===== src/rtl/seg7_scan_driver.sv =====
// seg7_scan_driver
// Time-multiplexed 4-digit common-anode 7-segment driver for the stopwatch
// display ("M SS.t"). The four BCD digits are snapshotted once per scan frame,
// so the display never tears mid-frame. All pins are active-low and registered.
//
// Build option: define LEADING_ZERO_BLANK_EN to blank a leading zero in the
// minutes slot, and also the seconds-tens slot when both are zero. Slots 1 and
// 0 are never blanked. Invalid BCD is never treated as zero.
//
// idx | slot driven
// ----+--------------------------------------------
//  0  | d0 tenths (rightmost, an[0])
//  1  | d1 seconds units, decimal point lit
//  2  | d2 seconds tens
//  3  | d3 minutes; its slot_tick takes the snapshot
module seg7_scan_driver #(
  parameter int REFRESH_DIV = 100_000
) (
  input  logic       clk,
  input  logic       reset_n,
  input  logic [3:0] d0,
  input  logic [3:0] d1,
  input  logic [3:0] d2,
  input  logic [3:0] d3,
  input  logic       blank,
  output logic [3:0] an,
  output logic [6:0] seg,
  output logic       dp,
  output logic       frame_tick
);

  localparam int               CNT_W    = (REFRESH_DIV > 1) ? $clog2(REFRESH_DIV) : 1;
  localparam logic [CNT_W-1:0] CNT_LAST = CNT_W'(REFRESH_DIV - 1);
  localparam logic [CNT_W-1:0] CNT_ONE  = CNT_W'(1);

  logic [CNT_W-1:0] cnt;
  logic             slot_tick;
  logic [1:0]       idx;
  logic [15:0]      snap;
  logic [3:0]       digit;
  logic             slot_off;
  logic [6:0]       seg_dec;
  logic [3:0]       an_nxt;
  logic [6:0]       seg_nxt;
  logic             dp_nxt;

  assign slot_tick = (cnt == CNT_LAST);

  // Prescaler: one slot_tick every REFRESH_DIV cycles.
  always_ff @(posedge clk or negedge reset_n) begin
    if (!reset_n)       cnt <= '0;
    else if (slot_tick) cnt <= '0;
    else                cnt <= cnt + CNT_ONE;
  end

  // Slot index advance, and the once-per-frame digit snapshot with its pulse.
  always_ff @(posedge clk or negedge reset_n) begin
    if (!reset_n) begin
      idx        <= 2'd0;
      snap       <= 16'h0000;
      frame_tick <= 1'b0;
    end else begin
      frame_tick <= 1'b0;
      if (slot_tick) begin
        idx <= idx + 2'd1;
        if (idx == 2'd3) begin
          snap       <= {d3, d2, d1, d0};
          frame_tick <= 1'b1;
        end
      end
    end
  end

  // Select the snapshot digit for the current slot.
  always_comb begin
    digit = snap[3:0];
    case (idx)
      2'd0:    digit = snap[3:0];
      2'd1:    digit = snap[7:4];
      2'd2:    digit = snap[11:8];
      default: digit = snap[15:12];
    endcase
  end

  // Decide whether the current slot is dark (global blank or leading zero).
  always_comb begin
    slot_off = blank;
`ifdef LEADING_ZERO_BLANK_EN
    if (idx == 2'd3 && snap[15:12] == 4'd0)
      slot_off = 1'b1;
    if (idx == 2'd2 && snap[15:12] == 4'd0 && snap[11:8] == 4'd0)
      slot_off = 1'b1;
`endif
  end

  // BCD to active-low {g,f,e,d,c,b,a}; anything above 9 shows a dash.
  always_comb begin
    seg_dec = 7'h3F;
    case (digit)
      4'd0:    seg_dec = 7'h40;
      4'd1:    seg_dec = 7'h79;
      4'd2:    seg_dec = 7'h24;
      4'd3:    seg_dec = 7'h30;
      4'd4:    seg_dec = 7'h19;
      4'd5:    seg_dec = 7'h12;
      4'd6:    seg_dec = 7'h02;
      4'd7:    seg_dec = 7'h78;
      4'd8:    seg_dec = 7'h00;
      4'd9:    seg_dec = 7'h10;
      default: seg_dec = 7'h3F;
    endcase
  end

  // Pin values for this cycle; a dark slot drives every segment off so no ghosting.
  always_comb begin
    an_nxt  = 4'hF;
    seg_nxt = 7'h7F;
    dp_nxt  = 1'b1;
    if (!slot_off) begin
      an_nxt  = ~(4'b0001 << idx);
      seg_nxt = seg_dec;
      dp_nxt  = (idx != 2'd1);
    end
  end

  // Output register: pins follow idx/snap/blank one cycle later.
  always_ff @(posedge clk or negedge reset_n) begin
    if (!reset_n) begin
      an  <= 4'hF;
      seg <= 7'h7F;
      dp  <= 1'b1;
    end else begin
      an  <= an_nxt;
      seg <= seg_nxt;
      dp  <= dp_nxt;
    end
  end

endmodule


===== config.mk =====
export PLATFORM = sky130hd
export DESIGN_NAME = seg7_scan_driver
export DESIGN_NICKNAME = d
export VERILOG_FILES = /design/src/rtl/seg7_scan_driver.sv
export SDC_FILE = /design/constraint.sdc
export NUM_CORES = 1
export LEC_CHECK = 0
export BUFFER_PORTS_ARGS = -buffer_cell sky130_fd_sc_hd__buf_2
export CELL_PAD_IN_SITES_DETAIL_PLACEMENT = 0
export CELL_PAD_IN_SITES_GLOBAL_PLACEMENT = 1
export CORE_UTILIZATION = 51
export CTS_BUF_LIST = sky130_fd_sc_hd__clkbuf_2
export DETAILED_ROUTE_END_ITERATION = 7
export GPL_TIMING_DRIVEN = 0
export PLACE_DENSITY = 0.86
export SETUP_SLACK_MARGIN = 0.5
export SYNTH_ARGS = -nofsm -noshare
export SYNTH_HDL_FRONTEND = slang
export SYNTH_SLANG_ARGS = --single-unit

===== constraint.sdc =====
create_clock -name clk -period 5.1 [get_ports clk]
set_input_delay 1.02 -clock clk [delete_from_list [all_inputs] [get_ports clk]]
set_output_delay 1.02 -clock clk [all_outputs]
set_load 0.01 [all_outputs]

==> summary.md, run 1 <==
| Metric | Value |
|---|---|
| Max-cap violation count | `0` |
| Final nets | `252` |
| Setup TNS | `0 ns` |
| Placer congestion estimate | `0.7952` |
| Slew @ Worst Pin | `1.025 ns` |
| Critical-path cell list | `inv_1, ha_1, a222oi_1, mux2i_1, inv_1, ha_1, inv_1, o21ai_0, o211ai_1` |
| Pre-CTS setup slack | `2.686 ns` |
| Post-cts resize count | `0` |
| H-tree depth | `2` |
| Ys async rst share | `100.0%` |
| WL met3 | `142 um` |
| R2R setup slack | `2.62 ns` |
| Port buffer count | `31` |
| Buf/Inv on CP | `3` |
| Slowest CP cell | `mux2i_1` |
| Final setup fails | `0` |
| Drt via density | `5.604` |
| Max-slew headroom | `31.63%` |
| CTS root buf | `clkbuf_2` |
| Pwr Density | `238.0 nW/um^2` |
| Largest net degree at the start of global routing | `48` |
| Fin crit period | `2.479 ns` |
| FP Rows | `23` |
| First-pass GRT wire length | `7072 um` |
| Clk_skew | `0.01018 ns` |
| Period utilization | `48.61%` |
| Share of post-route cells with drive strength above 1 | `32.44%` |
| Drt drc | `0` |
| FF-to-FF End | `seg[3]` |
| Critical Path Sink Type | `flip-flop` |
| Max Fclk | `403.4 MHz` |
| Yosys warns | `0` |
| Worst Hold Launch | `cnt[0]` |
| Antenna violations before repair | `0` |
| Post-synth cell types | `37` |
| Post-synthesis cell count | `186` |
| Crit path DAT | `2.85 ns` |
| Crit path max fanout | `9` |
| Vias | `1541` |
| Startpoint types | `flip-flop` |
| Max VDD drop | `202.8 uV` |
| Hold WC Path Type | `flip-flop to flip-flop` |
| CP startpoint | `idx[0]` |
| Cells on Worst Hold Path | `1` |
| Final WL | `4254 um` |
| RR Startpoint | `idx[0]` |
| Syn avg cell area | `12.07 sq um` |
| Vias in the first global route | `1484` |
| CP dominant cell by count | `inv_1` |
| Die X | `68.34 um` |
| Later-pin clock latency in the skew report | `0.42 ns` |
| Total gr overflow | `0` |
| Die height | `68.34 um` |
| Reg clk slew, reported paths | `0.22 ns` |
| P&R area growth vs syn | `11.48%` |
| Primary FF master, synth | `dfrtp_1` |
| Hold Path Sink | `cnt[0]` |
| WL per Instance | `15.47 um` |
| # clock sinks | `47` |
| Syn nets | `214` |
| CTS tree | `yes` |
| Io pins | `32` |
| CTS Buffer Depth | `2` |
| Core area | `4115 sq um` |
| Critical path class | `flip-flop to flip-flop` |
| Initial Utilization | `54.55%` |
| Max incr delay on CP | `0.60 ns` |
| Final ANT Viol Nets | `0` |
| Post-synth EDFFs | `0` |
| Final hold vios | `0` |
| Fillers | `355` |
| Reg2reg path depth | `9` |
| Max-slew violation count | `0` |
| Die area | `4670 sq um` |
| Sequential cell area fraction in the yosys report | `53.01%` |
| RSZ-0062 raised after global routing | `false` |
| Routed met2 length | `2013 um` |
| Crit path max-delay family | `adder cells` |
| DRT Pass-1 Iters | `6` |
| Post-CTS repair timing setup buffer count | `0` |
| Cts bufs inserted | `5` |
| Seq cells post-synth | `47` |
| Top layer in use | `met4` |
| Final setup margin | `2.621 ns` |
| Critical Path RT | `5.47 ns` |
| Global Route Usage Sum | `20.98%` |
| # diodes | `0` |
| Met1 wire length | `2039 um` |
| Post-DP HPWL | `3050 um` |
| Post-synthesis cell area | `2245 sq um` |
| LEAKAGE | `1.163 nW` |
| Cts hold-fix bufs | `0` |
| Status | `complete, no violations` |
| Iteration-0 DRC Markers | `159` |
-- synthesized netlist by cell type (2+ instances only) --
library cell,n,share of area [%]
dfrtp_1,36,40
nor2_1,12,2.0
dfstp_2,11,13
inv_1,10,1.7
mux2_4,10,6.7
nand2_1,10,1.7
nand3_1,10,2.2
xnor2_1,10,3.9
ha_1,9,5.0
o21ai_0,8,1.8
mux2_2,7,3.5
a21oi_1,4,0.89
a222oi_1,4,1.8
and4_1,4,1.6
mux2i_1,4,1.8
nand4_1,4,1.1
or3_1,4,1.1
xor2_1,4,1.6
nor3_1,3,0.67
a211oi_1,2,0.67
and2_1,2,0.56
clkbuf_1,2,0.33
o211ai_1,2,0.67
-- per-layer routing --
layer	vias up	GRT usage, %
met3	5	5.500
li1	736	-
met2	32	31.50
met5	-	0
met4	0	8.073
met1	768	28.72
-- worst max path at each step --
| stage | depth (start not counted) | slack, ns | to |
|---|---|---|---|
| 3_3_place_gp | 9 | 2.85 | seg[3] |
| 6_report | 9 | 2.62 | seg[3] |
| 4_1_cts | 9 | 2.66 | seg[3] |
| 5_1_grt | 8 | 2.35 | seg[3] |
| 3_5_place_dp | 9 | 2.69 | seg[3] |
| 2_1_floorplan | 8 | 3.10 | seg[3] |
-- where the power goes --
| group | leakage (nW) | internal, mW | total [mW] | switching [mW] |
|---|---|---|---|---|
| Combinational | 0.563 | 0.0208 | 0.0467 | 0.0259 |
| Clock | 0.0332 | 0.0404 | 0.157 | 0.117 |
| Sequential | 0.567 | 0.387 | 0.392 | 0.00499 |
-- sequential cells by signal (all words and copies together) (netlist names) --
register	cells
frame_tick	1
snap	16
an	4
idx	2
seg	7
cnt	17
-- placed cells by master, fill, tap and decap left out, types with 9 or more instances in the layout --
cell type,synthesis,routed
xnor2_1,10,10
buf_2,1,32
nand2_1,10,10
inv_1,10,10
dfrtp_1,36,36
nand3_1,10,10
dfstp_2,11,11
nor2_1,12,12
mux2_4,10,10
ha_1,9,9
-- logic make-up after synthesis --
| group | Yosys count | share of synthesized area (%) |
|---|---|---|
| DFF | 47 | 53.01 |
| muxes | 21 | 11.98 |
| adders and majority gates | 9 | 5.017 |
| xor gates and xnor gates | 14 | 5.462 |
| buffers and inverters | 15 | 3.066 |
| AOI/OAI and AO/OA | 22 | 6.522 |
| and+or+nand+nor | 58 | 14.94 |
-- through the flow --
| step | std cells | hold WS, ns | power (mW) | area [sq um] | utilization, % |
|---|---|---|---|---|---|
| CTS | 275 | 0.5050 | 0.6013 | 2502 | 60.81 |
| floorplan | 186 | 0.4549 | 0.4205 | 2245 | - |
| global placement | 267 | 0.4701 | 0.4413 | 2462 | 59.84 |
| detailed placement | 267 | 0.4806 | 0.4454 | 2462 | 59.84 |
| finish | 275 | 0.5039 | 0.5956 | 2502 | 60.81 |
| global route | 275 | 0.5265 | 0.6258 | 2502 | 60.81 |
-- area by class of cell --
type	count	area [sq um]	share of cell area, %
Clock buffer	8	40.04	1.600
Sequential cell	47	1190	47.55
Timing Repair Buffer	31	155.1	6.200
Multi-Input combinational cell	124	985.9	39.40
Buffer	5	31.28	1.250
Inverter	10	37.54	1.500
Tap cell	50	62.56	2.500
No activity file was read; power rests on OpenSTA's default activity.
==> run 2, diff against run 1 <==
--- a/config.mk
+++ b/config.mk
@@ -8,11 +8,11 @@
 export BUFFER_PORTS_ARGS = -buffer_cell sky130_fd_sc_hd__buf_2
 export CELL_PAD_IN_SITES_DETAIL_PLACEMENT = 0
 export CELL_PAD_IN_SITES_GLOBAL_PLACEMENT = 1
-export CORE_UTILIZATION = 51
+export CORE_UTILIZATION = 47
 export CTS_BUF_LIST = sky130_fd_sc_hd__clkbuf_2
 export DETAILED_ROUTE_END_ITERATION = 7
 export GPL_TIMING_DRIVEN = 0
-export PLACE_DENSITY = 0.86
+export PLACE_DENSITY = 0.8
 export SETUP_SLACK_MARGIN = 0.5
 export SYNTH_ARGS = -nofsm -noshare
 export SYNTH_HDL_FRONTEND = slang
==> constraint.sdc (replaced) <==
create_clock -name clk -period 2.3 [get_ports clk]
set_input_delay 0.46 -clock clk [delete_from_list [all_inputs] [get_ports clk]]
set_output_delay 0.46 -clock clk [all_outputs]
set_load 0.01 [all_outputs]
==> run 2 against run 1 <==
The run now ends with design-rule violations left. Cell count rose by 8.4%. Core utilization rose by 3.5 points. Critical path type unchanged. Largest power group unchanged. Critical path depth fell by 3. Die area rose by 8.3%. Global-route usage fell by 0.50 points.
==> summary.md, run 2 (synthesized netlist as in run 1, its figures left out) <==
| Metric | Value |
|---|---|
| Status | `complete, but fails checks` |
| Failing checks | `design-rule violations` |
| Total gr overflow | `0 (unchanged)` |
| Share of post-route cells with drive strength above 1 | `52.03% (+20 points)` |
| Cts hold-fix bufs | `0 (unchanged)` |
| Max Fclk | `483.7 MHz (+20%)` |
| # diodes | `0 (unchanged)` |
| Hold WC Path Type | `input pin to async pin` |
| Max VDD drop | `383.7 uV (+89%)` |
| Buf/Inv on CP | `1 (-2)` |
| Startpoint types | `flip-flop` |
| WL per Instance | `15.49 um (+0.11%)` |
| Register area | `1194 sq um (+0.32%)` |
| Max-cap violation count | `0 (unchanged)` |
| Drt drc | `3 (+3)` |
| Post-DP HPWL | `3047 um (-0.10%)` |
| Die height | `71.11 um (+4.0%)` |
| Max incr delay on CP | `0.47 ns (-0.13 ns)` |
| Antenna violations before repair | `0 (unchanged)` |
| Final hold vios | `0 (unchanged)` |
| FP Rows | `24 (+4.3%)` |
| Final setup fails | `0 (unchanged)` |
| Setup TNS | `0 ns (unchanged)` |
| First-pass GRT wire length | `7783 um (+10%)` |
| Crit path DAT | `2.45 ns (-0.40 ns)` |
| Commonest cells after routing, fill and taps aside | `33 x dfrtp_1, 31 x buf_2, 18 x buf_4` |
| Die area | `5056 sq um (+8.3%)` |
| CTS root buf | `clkbuf_2` |
| Iteration-0 DRC Markers | `107 (-33%)` |
| Multi-input gate area | `1112 sq um (+13%)` |
| Crit path max-delay family | `compound AO/OA/AOI/OAI gates` |
| Final setup margin | `0.2325 ns (-2.389 ns)` |
| Vias | `1670 (+8.4%)` |
| Placer congestion estimate | `0.7835 (-1.5%)` |
| CTS Buffer Depth | `2 (unchanged)` |
| LEAKAGE | `1.312 nW (+13%)` |
| RSZ-0062 raised after global routing | `true` |
| CTS tree | `yes` |
| Slew @ Worst Pin | `0.9978 ns (-0.02767 ns)` |
| Drt via density | `5.604 (about the same)` |
| H-tree depth | `2 (unchanged)` |
| Final WL | `4615 um (+8.5%)` |
| Slowest CP cell | `dfrtp_1` |
| Critical-path cell list | `inv_2, ha_2, a222oi_1, mux2i_4, or2_4, a221o_1` |
| Final ANT Viol Nets | `0 (unchanged)` |
| P&R area growth vs syn | `28.26%` |
| Commonest non-fill, non-tap cell in the layout | `dfrtp_1` |
| Port buffer count | `31 (unchanged)` |
| Crit path max fanout | `7 (-2)` |
| Later-pin clock latency in the skew report | `0.41 ns (about the same)` |
| Period utilization | `89.89% (+41 points)` |
| Cts bufs inserted | `5 (unchanged)` |
| Reg clk slew, reported paths | `0.24 ns (+0.02 ns)` |
| Most flops, register | `cnt` |
| Largest net degree at the start of global routing | `48 (unchanged)` |
| DRT Pass-1 Iters | `8 (+2)` |
| Io pins | `32 (unchanged)` |
| Clk_skew | `0.02294 ns (+0.01277 ns)` |
| Global Route Usage Sum | `20.48% (-0.50 points)` |
| Die X | `71.11 um (+4.0%)` |
| Core area | `4474 sq um (+8.7%)` |
| Critical Path Sink Type | `flip-flop` |
| # clock sinks | `47 (unchanged)` |
| Final nets | `273 (+8.3%)` |
| Max-slew violation count | `0 (unchanged)` |
| Largest register FFs | `17 (unchanged)` |
| Regs by FF count | `cnt (17), snap (16), seg (7)` |
| Initial Utilization | `50.17% (-4.4 points)` |
| Vias in the first global route | `1688 (+14%)` |
| Fin crit period | `2.068 ns (-0.4114 ns)` |
| Critical path class | `flip-flop to flip-flop` |
| Pre-CTS setup slack | `0.1735 ns (-2.512 ns)` |
| Pwr Density | `499.7 nW/um^2 (+110%)` |
| Max-slew headroom | `33.48% (+1.8 points)` |
| Critical Path RT | `2.68 ns (-2.79 ns)` |
| Fillers | `343 (-3.4%)` |
[run 2: metal layers]
metal  routed length (um)  track usage (%)  part of all wire (%)
met1                 1972            26.13                    43
met3                  208            3.419                   4.5
met2                 2414            34.83                    52
met4                   19            8.444                  0.41
met5                    0                0                     0
[run 2: per-stage QoR]
step	instance area, sq um	total power, mW	hold WS (ns)	std cells	util, %
2_1_floorplan	2283	0.9356	0.1644	186	-
3_3_place_gp	2504	0.9826	0.4760	269	55.96
3_5_place_dp	2504	0.9883	0.4780	269	55.96
4_1_cts	2773	1.449	0.1803	292	61.97
5_1_grt	2879	1.495	0.2048	298	64.35
6_report	2879	1.439	0.1481	298	64.35
[run 2: final timing paths]
kind                          from  endpoint  slack [ns]  cells past startpoint
max                         idx[1]    seg[2]        0.23                      6
min                        reset_n  snap[15]        0.15                      1
max reg2reg                 idx[1]    seg[2]        0.23                      6
min reg2reg                 cnt[4]    cnt[4]        0.52                      1
max in group asynchronous  reset_n   cnt[13]        1.45                      1
min in group clk             d3[3]  snap[15]        0.25                      2
[run 2: cell type report]
class | instances | area share (%)
clock buffers | 5 | 0.8692
repair buffers | 52 | 11.95
flip-flops and latches | 47 | 41.46
plain buffers | 5 | 1.912
clock inverters | 3 | 1.521
inverters | 10 | 1.391
well taps | 52 | 2.260
multi-input cells | 124 | 38.64
[run 2: repair_timing]
action | in CTS | in global routing
setup endpoints to repair | 28 | 34
hold endpoints to repair | 0 | 0
resized for setup | 26 | 21
setup buffers | 13 | 6
cloned | 2 | 0
pin swaps | 15 | 6
[run 2: report_power, final]
| part | switching (mW) | internal, mW |
|---|---|---|
| clock | 0.264 | 0.184 |
| sequential | 0.00980 | 0.858 |
| combinational | 0.0635 | 0.0584 |
| total | 0.338 | 1.10 |
